--- src/rtl/pe_mac_os.sv ---
// pe_mac_os: parametrised systolic-array processing element.
//   mode 0 (OS): accumulates a framed dot product internally, then presents the
//                result on a valid/ready port.
//   mode 1 (PT): classic psum chain, c_out <= c_in + a*b.
// Operands and stream flags are forwarded east/south with one cycle of latency.
// Optional feature macro: PE_SAT_EN -- saturating accumulation plus a sticky
// sat_flag output; when undefined all sums wrap in two's complement.
module pe_mac_os #(
  parameter int DATA_W = 16,
  parameter int ACC_W  = 32
) (
  input  logic              clk,
  input  logic              rst_n,
  input  logic              mode,
  input  logic              in_valid,
  input  logic [DATA_W-1:0] a_in,
  input  logic [DATA_W-1:0] b_in,
  input  logic              first_in,
  input  logic              last_in,
  input  logic [ACC_W-1:0]  c_in,
  input  logic              clr_err,
  input  logic              res_ready,
  output logic [DATA_W-1:0] a_out,
  output logic [DATA_W-1:0] b_out,
  output logic              valid_out,
  output logic              first_out,
  output logic              last_out,
  output logic [ACC_W-1:0]  c_out,
  output logic [ACC_W-1:0]  res_data,
  output logic              res_valid,
  output logic              err_seq,
  output logic              err_ovf
`ifdef PE_SAT_EN
  ,
  output logic              sat_flag
`endif
);

  // The full-precision product must fit in the accumulator.
  generate
    if (ACC_W < 2 * DATA_W) begin : g_width_check
      $error("pe_mac_os: ACC_W must be >= 2*DATA_W");
    end
  endgenerate

  localparam logic ST_IDLE = 1'b0;
  localparam logic ST_ACC  = 1'b1;

  logic                       state_q, state_d;
  logic [ACC_W-1:0]           acc_q, acc_d;
  logic signed [2*DATA_W-1:0] a_ext, b_ext, prod;
  logic [ACC_W-1:0]           prod_ext;
  logic [ACC_W-1:0]           pt_term;
  logic [ACC_W-1:0]           pt_sum;
  logic [ACC_W-1:0]           acc_sum;
  logic                       load;
  logic [ACC_W-1:0]           load_val;
  logic                       seq_set;
  logic                       ovf_set;

  // Full-precision signed product, sign-extended to the accumulator width.
  assign a_ext    = (2*DATA_W)'($signed(a_in));
  assign b_ext    = (2*DATA_W)'($signed(b_in));
  assign prod     = a_ext * b_ext;
  assign prod_ext = ACC_W'(prod);
  assign pt_term  = in_valid ? prod_ext : '0;

`ifdef PE_SAT_EN
  logic pt_clamp, acc_clamp, os_clamp, sat_set;

  // Signed add that clamps to the representable range on overflow; the top
  // bit of the result reports whether a clamp happened.
  function automatic logic [ACC_W:0] sat_add(input logic [ACC_W-1:0] x,
                                             input logic [ACC_W-1:0] y);
    logic [ACC_W-1:0] s;
    logic             ovf;
    s   = x + y;
    ovf = (x[ACC_W-1] == y[ACC_W-1]) && (s[ACC_W-1] != x[ACC_W-1]);
    if (ovf) s = x[ACC_W-1] ? {1'b1, {(ACC_W-1){1'b0}}} : {1'b0, {(ACC_W-1){1'b1}}};
    return {ovf, s};
  endfunction

  assign {pt_clamp, pt_sum}   = sat_add(c_in, pt_term);
  assign {acc_clamp, acc_sum} = sat_add(acc_q, prod_ext);
  assign sat_set              = (mode & in_valid & pt_clamp) | os_clamp;
`else
  assign pt_sum  = c_in + pt_term;
  assign acc_sum = acc_q + prod_ext;
`endif

  // Output-stationary framing FSM: decides accumulator update, result load
  // and framing errors for the current cycle.
  always_comb begin
    // NOTE: every signal written here gets a default first so no path leaves
    // it unassigned; a missing default would infer a latch.
    state_d  = state_q;
    acc_d    = acc_q;
    load     = 1'b0;
    load_val = '0;
    seq_set  = 1'b0;
`ifdef PE_SAT_EN
    os_clamp = 1'b0;
`endif
    if (mode) begin
      // PT mode keeps the FSM idle; an open frame is abandoned.
      state_d = ST_IDLE;
      if (state_q == ST_ACC) seq_set = 1'b1;
    end else if (in_valid) begin
      if (first_in) begin
        // A first term inside an open frame discards the partial sum.
        if (state_q == ST_ACC) seq_set = 1'b1;
        if (last_in) begin
          load     = 1'b1;
          load_val = prod_ext;
          state_d  = ST_IDLE;
        end else begin
          acc_d   = prod_ext;
          state_d = ST_ACC;
        end
      end else if (state_q == ST_IDLE) begin
        seq_set = 1'b1;
      end else begin
`ifdef PE_SAT_EN
        os_clamp = acc_clamp;
`endif
        if (last_in) begin
          load     = 1'b1;
          load_val = acc_sum;
          state_d  = ST_IDLE;
        end else begin
          acc_d = acc_sum;
        end
      end
    end
  end

  // A load onto an unaccepted result loses that result.
  assign ovf_set = load & res_valid & ~res_ready;

  // East/south forwarding of operands and stream flags.
  always_ff @(posedge clk or negedge rst_n) begin
    if (!rst_n) begin
      a_out     <= '0;
      b_out     <= '0;
      valid_out <= 1'b0;
      first_out <= 1'b0;
      last_out  <= 1'b0;
    end else begin
      // NOTE: sequential state uses non-blocking assignments so every register
      // samples pre-edge values regardless of statement order.
      a_out     <= a_in;
      b_out     <= b_in;
      valid_out <= in_valid;
      first_out <= first_in;
      last_out  <= last_in;
    end
  end

  // Psum chain: add the product in PT mode, pass c_in through in OS mode.
  always_ff @(posedge clk or negedge rst_n) begin
    if (!rst_n) c_out <= '0;
    else        c_out <= mode ? pt_sum : c_in;
  end

  // FSM state and running accumulator.
  always_ff @(posedge clk or negedge rst_n) begin
    if (!rst_n) begin
      state_q <= ST_IDLE;
      acc_q   <= '0;
    end else begin
      state_q <= state_d;
      acc_q   <= acc_d;
    end
  end

  // Single-entry result register; a same-cycle load wins over acceptance.
  always_ff @(posedge clk or negedge rst_n) begin
    if (!rst_n) begin
      res_valid <= 1'b0;
      res_data  <= '0;
    end else if (load) begin
      res_valid <= 1'b1;
      res_data  <= load_val;
    end else if (res_ready) begin
      res_valid <= 1'b0;
    end
  end

  // Sticky error flags; clear has priority over a same-cycle set.
  always_ff @(posedge clk or negedge rst_n) begin
    if (!rst_n) begin
      err_seq  <= 1'b0;
      err_ovf  <= 1'b0;
`ifdef PE_SAT_EN
      sat_flag <= 1'b0;
`endif
    end else if (clr_err) begin
      err_seq  <= 1'b0;
      err_ovf  <= 1'b0;
`ifdef PE_SAT_EN
      sat_flag <= 1'b0;
`endif
    end else begin
      if (seq_set) err_seq  <= 1'b1;
      if (ovf_set) err_ovf  <= 1'b1;
`ifdef PE_SAT_EN
      if (sat_set) sat_flag <= 1'b1;
`endif
    end
  end

endmodule

--- config.mk ---
export PLATFORM = sky130hd
export DESIGN_NAME = pe_mac_os
export DESIGN_NICKNAME = d
export VERILOG_FILES = /design/src/rtl/pe_mac_os.sv
export SDC_FILE = /design/constraint.sdc
export NUM_CORES = 1
export LEC_CHECK = 0
export BUFFER_PORTS_ARGS = -buffer_cell sky130_fd_sc_hd__buf_2
export CAP_MARGIN = 20
export CORE_AREA = 4 4 299 154
export CTS_CLUSTER_SIZE = 8
export DETAILED_ROUTE_END_ITERATION = 16
export DIE_AREA = 0 0 303 158
export MAX_ROUTING_LAYER = met4
export SETUP_SLACK_MARGIN = 0.3
export SYNTH_ARGS = -nofsm -noshare
export SYNTH_HDL_FRONTEND = slang
export SYNTH_SLANG_ARGS = --single-unit
--- constraint.sdc ---
create_clock -name clk -period 3 [get_ports clk]
set_input_delay 0.6 -clock clk [delete_from_list [all_inputs] [get_ports clk]]
set_output_delay 0.6 -clock clk [all_outputs]
set_load 0.03 [all_outputs]
* Word level (Yosys, flattened, before mapping)
Index checks and enable logic that the tools add are counted.
** Operators by class
- $mul :: 1
- Multiplexer cells :: 33
- Reductions and logical operators :: 6
- $add $sub $neg :: 2
- Bitwise operators :: 5
** Operators by type and width (count)
- $mux W32 :: 12
- $add A32 B32 Y32 :: 2
- $mul A16 B16 Y32 :: 1
- $mux W1 :: 21
- $reduce_bool A2 Y1 :: 5
- $reduce_and A4 Y1 :: 1
- $not A1 Y1 :: 3
- $and A1 B1 Y1 :: 2
** Storage, ports and cells
- Input port bits :: 72
- Flip-flop bits (word level) :: 135
- Output and inout bits :: 102

* Logic depth before layout (Yosys ltp)
Gate-level depths: netlist of the first run.
- Depth after elaboration :: 9
- Gate-level depth with buffers :: 37

* Least setup slack after synthesis of the first run
OpenSTA, ideal clock, no wires.
- Path kind :: in2reg
- Start point :: input b_in[1]
- End point :: register res_data[31]
- Stages on the path :: 29
- Path slack :: -4.813 ns
- Arrival :: 7.676 ns
- Library setup time :: 0.137 ns
- Cell sequence :: clkbuf_1 -> nand2_1 -> fa_1 -> fa_1 -> fa_1 -> fa_1 -> inv_1 -> fa_1 -> fa_1 -> ha_1 -> a21o_1 -> a21oi_1 -> o41ai_2 -> a21o_1 -> a31oi_1 -> nor2b_1 -> nor4_1 -> nor3_1 -> ha_1 -> a21oi_1 -> o21ai_0 -> a211oi_1 -> o21ai_0 -> nor3_1 -> a21oi_2 -> a311o_1 -> xnor2_2 -> o311ai_1 -> a21oi_1
** Between the ends
- Word-level cells in the longest chain between the ends :: 7
** RTL lines
- start, declared :: line 17 : input logic [DATA_W-1:0] b_in,
- $mul A16 B16 Y32 * :: line 64 : assign prod = a_ext * b_ext;
- $add A32 B32 Y32 :: line 88 : assign acc_sum = acc_q + prod_ext;
- $mux W32 :: line 126 : if (last_in) begin
- $mux W32 :: line 120 : end else if (state_q == ST_IDLE) begin
- $mux W32 * :: line 109 : if (first_in) begin
- $mux W32 * :: line 108 : end else if (in_valid) begin
- $mux W32 * :: line 104 : if (mode) begin
- end signal, assigned :: line 183 : res_data <= load_val;
- end, declared :: line 29 : output logic [ACC_W-1:0] res_data,
Mark *: on every way between the ends. The rest lies on a longest branch, timed or not.
A chain may end at the register's enable or synchronous reset.

* Worst setup path in the final report of the first run
- Start point :: input a_in[3]
- End point :: register c_out[29]
** Between the ends
- Word-level cells in the longest chain between the ends :: 4
** RTL lines
- start, declared :: line 16 : input logic [DATA_W-1:0] a_in,
- $mul A16 B16 Y32 :: line 64
- $mux W32 :: line 66 : assign pt_term = in_valid ? prod_ext : '0;
- $add A32 B32 Y32 :: line 87 : assign pt_sum = c_in + pt_term;
- $mux W32 :: line 162 : else c_out <= mode ? pt_sum : c_in;
- end signal, assigned :: line 162
- end, declared :: line 28 : output logic [ACC_W-1:0] c_out,
No other way between the ends.

==> results.yml, run 1 <==
cells_and_area:
  multiInputGateArea_sq_mm: 0.0155
  drive_gt1_frac: 0.408
  utilization: 0.607
  fillCellCount: 3548
  area_growth_pct: 45.8
  nets: 3023
  register_area_sq_mm: 0.00338
timing:
  slew_violations: 0
  fin_crit_ps: 7660
  period_share: 2.55
  finalSetupViolCount: 84
  finalHoldViolCount: 0
  tightest_slew_ps: 836
  maxSlewHeadroom: 0.441
  rsz0062_at_grt: "yes"
  setup_tns_ps: -302470
  finClkSkew_ps: 10.1
  timing.fmax_mhz: 131
  setup_ws_ps: -4660
worst_setup_path:
  cpPeakStageDelay_ps: 600
  start_kind: "primary input"
  path_buf_inv: 5
  crit-reg2reg-capture: "res_data[28]$_DFFE_PN0P_"
  cp_common_cell: "fa_1"
  crit_arrival_ps: 8020
  rr_startpoint: "acc_q[0]$_DFFE_PN0P_"
  ff2ff_path_depth: 14
  cp_slowest_cell: "fa_1"
  crit_required_ps: 3360
  worst_setup_path_end_kind: "flip-flop"
  rrSetupSlack_ps: -400
  crit_type: "in -> reg"
  worstPathMaxFanout: 8
  crit_family: "adder cells"
synthesis:
  ys_seq_elements: 135
  synth_warnings: 0
  postSynth.asyncResetShare: 1.00
  synth_area_sq_mm: 0.0180
  yosys.area_share.simple: 0.149
  synth_fa_ha_area_frac: 0.394
  ys.flop_type: "dfrtp_1"
  avgSynthCellArea_sq_um: 9.23
  synth_compound_area_frac: 0.122
  syn-num-nets: 2436
  synth_edf_count: 0
  synth_top_family_by_area: "adder cells"
  synth_xor_area_frac: 0.0431
  yosysUniqueCellTypes: 74
  synth.area.mux_share: 0.0225
  synthCells: 1954
  synth_sequential_area_ratio: 0.187
grt:
  grt_pass1_vias: 16600
  grt.overflow.total: 0
  antenna_found_initial: 1
  grt_pass1_wl_mm: 88.2
  grt_use_total: 0.243
  grt_max_degree: 79
clock_network:
  cts_buffer_depth: 2
  clk_latency_ps: 460
  path_clk_slew_ps: 80
  cts_buffers: 17
  cts_hold_buf: 0
  htree_levels: 4
  cts_tree: "yes"
  cts_sinks: 135
  cts_root_buf: "clkbuf_16"
routing:
  viasPerCell: 4.96
  drt-initial-drc-count: 922
  routed_wl_mm: 55.2
  routed-wl-met2_mm: 25.7
  post-route-drc-count: 0
  vias: 15600
  wl_per_cell_microns: 17.5
  antenna_left: 0
  routed.top_layer: "met4"
  wl_met1_mm: 25.8
  wl_met3_mm: 2.84
  firstDrtPassIters: 6
die:
  io_pins: 174
  dieArea_sq_mm: 0.0479
  initial_core_util: 0.416
  die_y_microns: 158
  coreArea_sq_mm: 0.0433
  std_cell_rows: 54
  die_w_microns: 303
placed_design:
  routabilityCongestion: 0.927
  port_buffers: 173
  dp_hpwl_mm: 43.1
min_path:
  hp-class: "in -> async"
outcome:
  status: "finished, violations left"
  failed_checks: "negative setup slack"
flow_run:
  drv_cap: 0
## state kept, by name (all words and copies together), names as in the netlist
register   flops
res_valid      1
valid_out      1
res_data      32
b_out         16
c_out         32
state_q        1
first_out      1
acc_q         32
err_ovf        1
err_seq        1
last_out       1
a_out         16
## stage by stage
step	cell area [sq um]	hold WS (ps)	std cells	worst slack [ps]
after detailed placement	23100	465	3038	-5180
after global placement	23100	461	3038	-5080
after global routing	26300	250	3143	-4930
final	26300	188	3143	-4660
after CTS	25500	211	3120	-4490
after floorplan	19000	304	1954	-4500
## kinds of logic (layout without fill, tap and decap cells)
kind of cell    after synthesis  in the layout
simple gates                548            548
buf+inv                     392            992
other cells                   0              1
xor+xnor                     88             88
compound gates              344            344
mux                          37             37
flops                       135            135
fa+ha+maj                   410            410
## how the worst max path moves through the flow
stage | from | end | slack, ps | depth (start not counted)
2_1_floorplan | b_in[6] | c_out[29]$_DFF_PN0_ | -4500 | 30
3_3_place_gp | b_in[4] | c_out[28]$_DFF_PN0_ | -5080 | 34
3_5_place_dp | b_in[4] | c_out[28]$_DFF_PN0_ | -5180 | 33
4_1_cts | a_in[6] | c_out[27]$_DFF_PN0_ | -4490 | 34
5_1_grt | b_in[6] | c_out[31]$_DFF_PN0_ | -4930 | 33
6_report | a_in[3] | c_out[29]$_DFF_PN0_ | -4660 | 30
## placed cells by master, fill, tap and decap left out, types with 10 or more instances in the layout
cell         n
ha_1        83
xnor2_1     30
o21a_1      10
mux2_2      18
xor2_1      19
and2_4      37
nand3_1     15
inv_1      300
nand2b_1    20
buf_6       93
buf_2      151
a21o_1      43
and2_1     119
o22ai_1     10
o21ai_0     22
buf_4      372
o21ai_1     63
ha_4        59
a21oi_4     11
clkbuf_16   17
dfrtp_1    135
xnor2_2     20
a21oi_1     38
inv_2       24
nand2_1    201
o21ai_2     15
nor2_1      64
a21oi_2     48
fa_1       256
mux2_4      11
a211oi_2    10
## what timing repair did
action / CTS / global route
pin swaps: 117 / 158
setup buffers: 50 / 22
endpoints found under the setup margin: 90 / 89
resized for setup: 294 / 150
cloned: 0 / 0
hold endpoints to repair: 0 / 0
## cell usage after synthesis, drive strengths merged (3+ instances only)
cell type / n / area share
and2: 156 / 0.054
a31o: 5 / 0.0029
a31oi: 9 / 0.0040
nand4: 8 / 0.0028
nor2: 79 / 0.017
nand2b: 22 / 0.0076
nor4: 5 / 0.0026
xor2: 33 / 0.016
fa: 264 / 0.29
nor2b: 10 / 0.0035
nand3: 19 / 0.0053
buf: 5 / 0.0017
o21ai: 105 / 0.029
a211oi: 15 / 0.0071
ha: 146 / 0.10
o31ai: 4 / 0.0017
xnor2: 55 / 0.027
inv: 326 / 0.068
or3: 6 / 0.0024
a21oi: 97 / 0.028
a21o: 44 / 0.018
o22ai: 11 / 0.0038
nand3b: 4 / 0.0017
o21bai: 5 / 0.0023
a221o: 5 / 0.0028
and3: 4 / 0.0014
dfrtp: 135 / 0.19
clkbuf: 61 / 0.013
nor3: 15 / 0.0042
o22a: 3 / 0.0015
nand2: 214 / 0.045
mux2i: 8 / 0.0044
o21a: 10 / 0.0042
mux2: 29 / 0.018
o211ai: 7 / 0.0029
## layout make-up
type | instances | area share
antenna | 1 | 0.0000952
clock buffer | 17 | 0.0162
clock inverter | 15 | 0.00680
inverter | 326 | 0.0467
multi-input combinational | 1427 | 0.588
sequential | 135 | 0.128
tap | 588 | 0.0280
timing repair buffer | 634 | 0.186
## layer usage
metal | vias to the layer above | global-route usage
met2 | 368 | 0.381
li1 | 7419 | -
met5 | - | -
met3 | 64 | 0.0414
met4 | 0 | 0.0504
met1 | 7739 | 0.335
Power of run 1 is not shown: default switching activity piles up to over one toggle a cycle in this logic, so the estimate is an artifact.
==> run 2, diff against run 1 <==
- MAX_ROUTING_LAYER: met4 -> unset
==> run 2 against run 1 <==
Compared with the run above:
- the flow still finishes with violations (negative setup slack)
- clock skew down 0.79 ps
- worst hold slack worse by 27 ps
- routed wire length down 0.20%
- cell area up 0.40%
- sequential share of layout area down 0.051 points
- critical path type unchanged
==> results.yml, run 2 (synthesized netlist as in run 1, its figures left out) <==
timing:
  timing.fmax_mhz: 130
  maxSlewHeadroom: 0.444
  finalSetupViolCount: 84
  rsz0062_at_grt: "yes"
  setup_tns_ps: -302280
  finClkSkew_ps: 9.26
  slew_violations: 0
  tightest_slew_ps: 830
  finalHoldViolCount: 0
  setup_ws_ps: -4670
  period_share: 2.56
  fin_crit_ps: 7670
flow_run:
  drv_cap: 0
clock_network:
  cts_sinks: 135
  path_clk_slew_ps: 80
  cts_tree: "yes"
  clk_latency_ps: 460
  htree_levels: 4
  cts_root_buf: "clkbuf_16"
  cts_buffers: 17
  cts_buffer_depth: 2
  cts_hold_buf: 0
cells_and_area:
  most-common-layout-cells: "buf_4, inv_1, fa_1"
  mostFrequentLayoutCell: "buf_4"
  area_growth_pct: 46.4
  nets: 3033
  utilization: 0.610
  top_regs: "acc_q x32, c_out x32, res_data x32"
  drive_gt1_frac: 0.409
die:
  die_w_microns: 303
  dieArea_sq_mm: 0.0479
  io_pins: 174
  die_y_microns: 158
  initial_core_util: 0.416
  std_cell_rows: 54
  coreArea_sq_mm: 0.0433
worst_setup_path:
  worstPathMaxFanout: 8
  crit_required_ps: 3360
  ff2ff_path_depth: 14
  cp_slowest_cell: "fa_1"
  worst_setup_path_end_kind: "flip-flop"
  crit-reg2reg-capture: "res_data[28]$_DFFE_PN0P_"
  timing.critical_path.to: "c_out[28]$_DFF_PN0_"
  crit_cells: 32
  startpoint: "a_in[3]"
  cp_common_cell: "fa_1"
  path_buf_inv: 7
  crit_arrival_ps: 8030
  crit_family: "adder cells"
  rr_startpoint: "acc_q[0]$_DFFE_PN0P_"
  start_kind: "primary input"
  crit_type: "in -> reg"
  rrSetupSlack_ps: -370
  cpPeakStageDelay_ps: 600
grt:
  grt_pass1_wl_mm: 88.2
  grt_max_degree: 79
  grt_pass1_vias: 16600
  grt.overflow.total: 0
  grt_use_total: 0.236
  antenna_found_initial: 0
routing:
  firstDrtPassIters: 5
  routed_wl_mm: 55.0
  wl_per_cell_microns: 17.5
  drt-initial-drc-count: 875
  vias: 15600
  viasPerCell: 4.94
  post-route-drc-count: 0
  antenna_left: 0
min_path:
  hp-class: "in -> async"
placed_design:
  port_buffers: 173
  routabilityCongestion: 0.911
  dp_hpwl_mm: 43.1
outcome:
  failed_checks: "negative setup slack"
  status: "finished, violations left"
-- run 2: cell count changes in the layout (fill, tap and decap cells not counted), moves of 2 or more --
cell / delta
buf_6: -4
buf_12: +2
a21oi_2: -5
buf_4: +12
fa_2: +2
fa_1: -2
a21oi_1: +6
-- run 2: routing by layer --
metal	part of all wire	routed length (microns)	GRT usage
met1	0.47	25900	0.335
met2	0.47	25700	0.381
met3	0.049	2680	0.0385
met4	0.014	768	0.0549
met5	0	0	0
-- run 2: area by class of cell --
| type | count | area, sq um |
|---|---|---|
| flip-flops and latches | 135 | 3380 |
| multi-input cells | 1427 | 15500 |
| inverters | 326 | 1230 |
| well taps | 588 | 736 |
| fillers | 3545 | 16900 |
| clock buffers | 17 | 425 |
| clock inverters | 15 | 179 |
| repair buffers | 644 | 4990 |
| diodes | 1 | 2.50 |
-- run 2: timing repair --
| action | 4_1_cts | 5_1_grt |
|---|---|---|
| endpoints found under the setup margin | 90 | 89 |
| buffers inserted | 50 | 32 |
| hold endpoints to repair | 0 | 0 |
| pin swaps | 117 | 161 |
| resized for setup | 294 | 148 |
-- run 2: worst min-delay path by stage --
stage / startpoint / slack [ps] / end
after floorplan: rst_n / 300 / a_out[0]$_DFF_PN0_
after global placement: res_data[11]$_DFFE_PN0P_ / 460 / res_data[11]$_DFFE_PN0P_
after detailed placement: res_data[19]$_DFFE_PN0P_ / 470 / res_data[19]$_DFFE_PN0P_
after CTS: rst_n / 210 / c_out[6]$_DFF_PN0_
after global routing: rst_n / 230 / c_out[6]$_DFF_PN0_
final: rst_n / 160 / c_out[6]$_DFF_PN0_
-- run 2: stage by stage --
step | cell area [sq um] | setup WS, ps | hold slack (ps) | std cells
3_5_place_dp | 23100 | -5180 | 465 | 3038
2_1_floorplan | 19000 | -4500 | 304 | 1954
4_1_cts | 25500 | -4490 | 211 | 3120
5_1_grt | 26400 | -4930 | 233 | 3152
6_report | 26400 | -4670 | 160 | 3153
3_3_place_gp | 23100 | -5080 | 461 | 3038
Power of run 2 is left out for the same reason.
==> run 3, diff against run 2 <==
- SKIP_CTS_REPAIR_TIMING: unset -> 1
==> run 3 against run 2 <==
Compared with the run above:
- the run still ends with negative setup slack left
- register-to-register slack got worse by 20 ps
- first-iteration DRC count increased by 2.1%
- sequential share of layout area increased by 0.31 points
- critical path depth increased by 1
- cell count decreased by 1.4%
- clock skew about the same
- worst hold slack got worse by 1.7 ps
- clock-buffer cell count unchanged
- global-route usage decreased by 1.2 points
- cell area decreased by 2.3%
- critical endpoint is now c_out[31]$_DFF_PN0_
- highest routed layer unchanged
==> results.yml, run 3 (synthesized netlist as in run 1, its figures left out) <==
outcome:
  status: "finished, violations left"
  failed_checks: "negative setup slack"
timing:
  setup_ws_ps: -4640
  finalSetupViolCount: 84
  rsz0062_at_grt: "yes"
  maxSlewHeadroom: 0.447
  finClkSkew_ps: 9.30
  setup_tns_ps: -295460
  hold_ws_ps: 159
  timing.fmax_mhz: 131
  fin_crit_ps: 7640
  period_share: 2.55
  tightest_slew_ps: 826
  finalHoldViolCount: 0
  slew_violations: 0
worst_setup_path:
  start_kind: "primary input"
  worst_setup_path_end_kind: "flip-flop"
  crit_arrival_ps: 8000
  crit_type: "in -> reg"
  cp_slowest_cell: "fa_1"
  rr_startpoint: "acc_q[0]$_DFFE_PN0P_"
  worstPathMaxFanout: 6
  crit_family: "adder cells"
  cp_common_cell: "fa_1"
  crit_required_ps: 3360
  cpPeakStageDelay_ps: 560
  path_buf_inv: 6
  startpoint: "a_in[11]"
routing:
  drt-initial-drc-count: 893
  antenna_left: 0
  wl_per_cell_microns: 17.4
  routed_wl_mm: 53.9
  firstDrtPassIters: 6
  viasPerCell: 4.92
  post-route-drc-count: 0
  vias: 15300
clock_network:
  cts_buffers: 17
  clk_latency_ps: 460
  cts_tree: "yes"
  htree_levels: 4
  cts_sinks: 135
  path_clk_slew_ps: 80
  cts_buffer_depth: 2
  cts_root_buf: "clkbuf_16"
grt:
  grt_use_total: 0.224
  grt_pass1_vias: 15700
  antenna_found_initial: 1
  grt_max_degree: 79
  grt.overflow.total: 0
  grt_pass1_wl_mm: 83.6
die:
  dieArea_sq_mm: 0.0479
  io_pins: 174
  std_cell_rows: 54
  die_w_microns: 303
  initial_core_util: 0.416
  die_y_microns: 158
  coreArea_sq_mm: 0.0433
placed_design:
  place_area_sq_mm: 0.0231
  routabilityCongestion: 0.911
  port_buffers: 173
  dp_hpwl_mm: 43.1
flow_run:
  drv_cap: 0
cells_and_area:
  area_growth_pct: 43.0
  insertedDiodeCount: 0
  mostFrequentLayoutCell: "buf_4"
  most-common-layout-cells: "buf_4, inv_1, fa_1"
  drive_gt1_frac: 0.394
  fin_area_sq_mm: 0.0258
  nets: 2989
  utilization: 0.595
  top_regs: "acc_q x32, c_out x32, res_data x32"
min_path:
  hp-class: "in -> async"
==> run 3: cell types whose count changed in the layout (fill, tap and decap cells not counted), moves of 5 or more <==
cell / delta
buf_6: -21
buf_4: -19
o21ai_0: +9
o21ai_1: -7
mux2_2: +6
mux2_4: -6
and2_1: -5
xnor2_1: +5
xnor2_2: -5
==> run 3: area by class of cell <==
| cell class | instances | area, sq um |
|---|---|---|
| timing repair buffer | 600 | 4500 |
| multi-input combinational | 1427 | 15300 |
| fill | 3630 | 17500 |
| sequential | 135 | 3380 |
| clock inverter | 15 | 179 |
| inverter | 326 | 1220 |
| tap | 588 | 736 |
| clock buffer | 17 | 425 |
==> run 3: through the flow <==
step                      cells  setup WS (ps)
after floorplan            1954          -4500
after global placement     3038          -5080
after detailed placement   3038          -5180
after CTS                  3070          -4740
after global routing       3108          -4980
final                      3108          -4640
==> run 3: path summary, 6_finish.rpt <==
kind	cells past startpoint	slack, ps	end
min in group clk	2	290	err_ovf$_DFFE_PN0P_
hold reg to reg	2	480	res_data[19]$_DFFE_PN0P_
setup / recovery	33	-4640	c_out[31]$_DFF_PN0_
max in group asynchronous	2	2000	acc_q[24]$_DFFE_PN0P_
hold / removal	1	160	c_out[6]$_DFF_PN0_
setup reg to reg	14	-390	res_data[28]$_DFFE_PN0P_
==> run 3: per-layer routing <==
metal  routed length (microns)  share of wire  up-vias  track usage
met5                         0              0        -            0
met4                       756          0.014        0       0.0488
met3                      2530          0.047       48       0.0392
met2                     25000           0.46      299        0.351
met1                     25600           0.48     7585        0.326
li1                          -              -     7356            -
Power of run 3 is left out for the same reason.
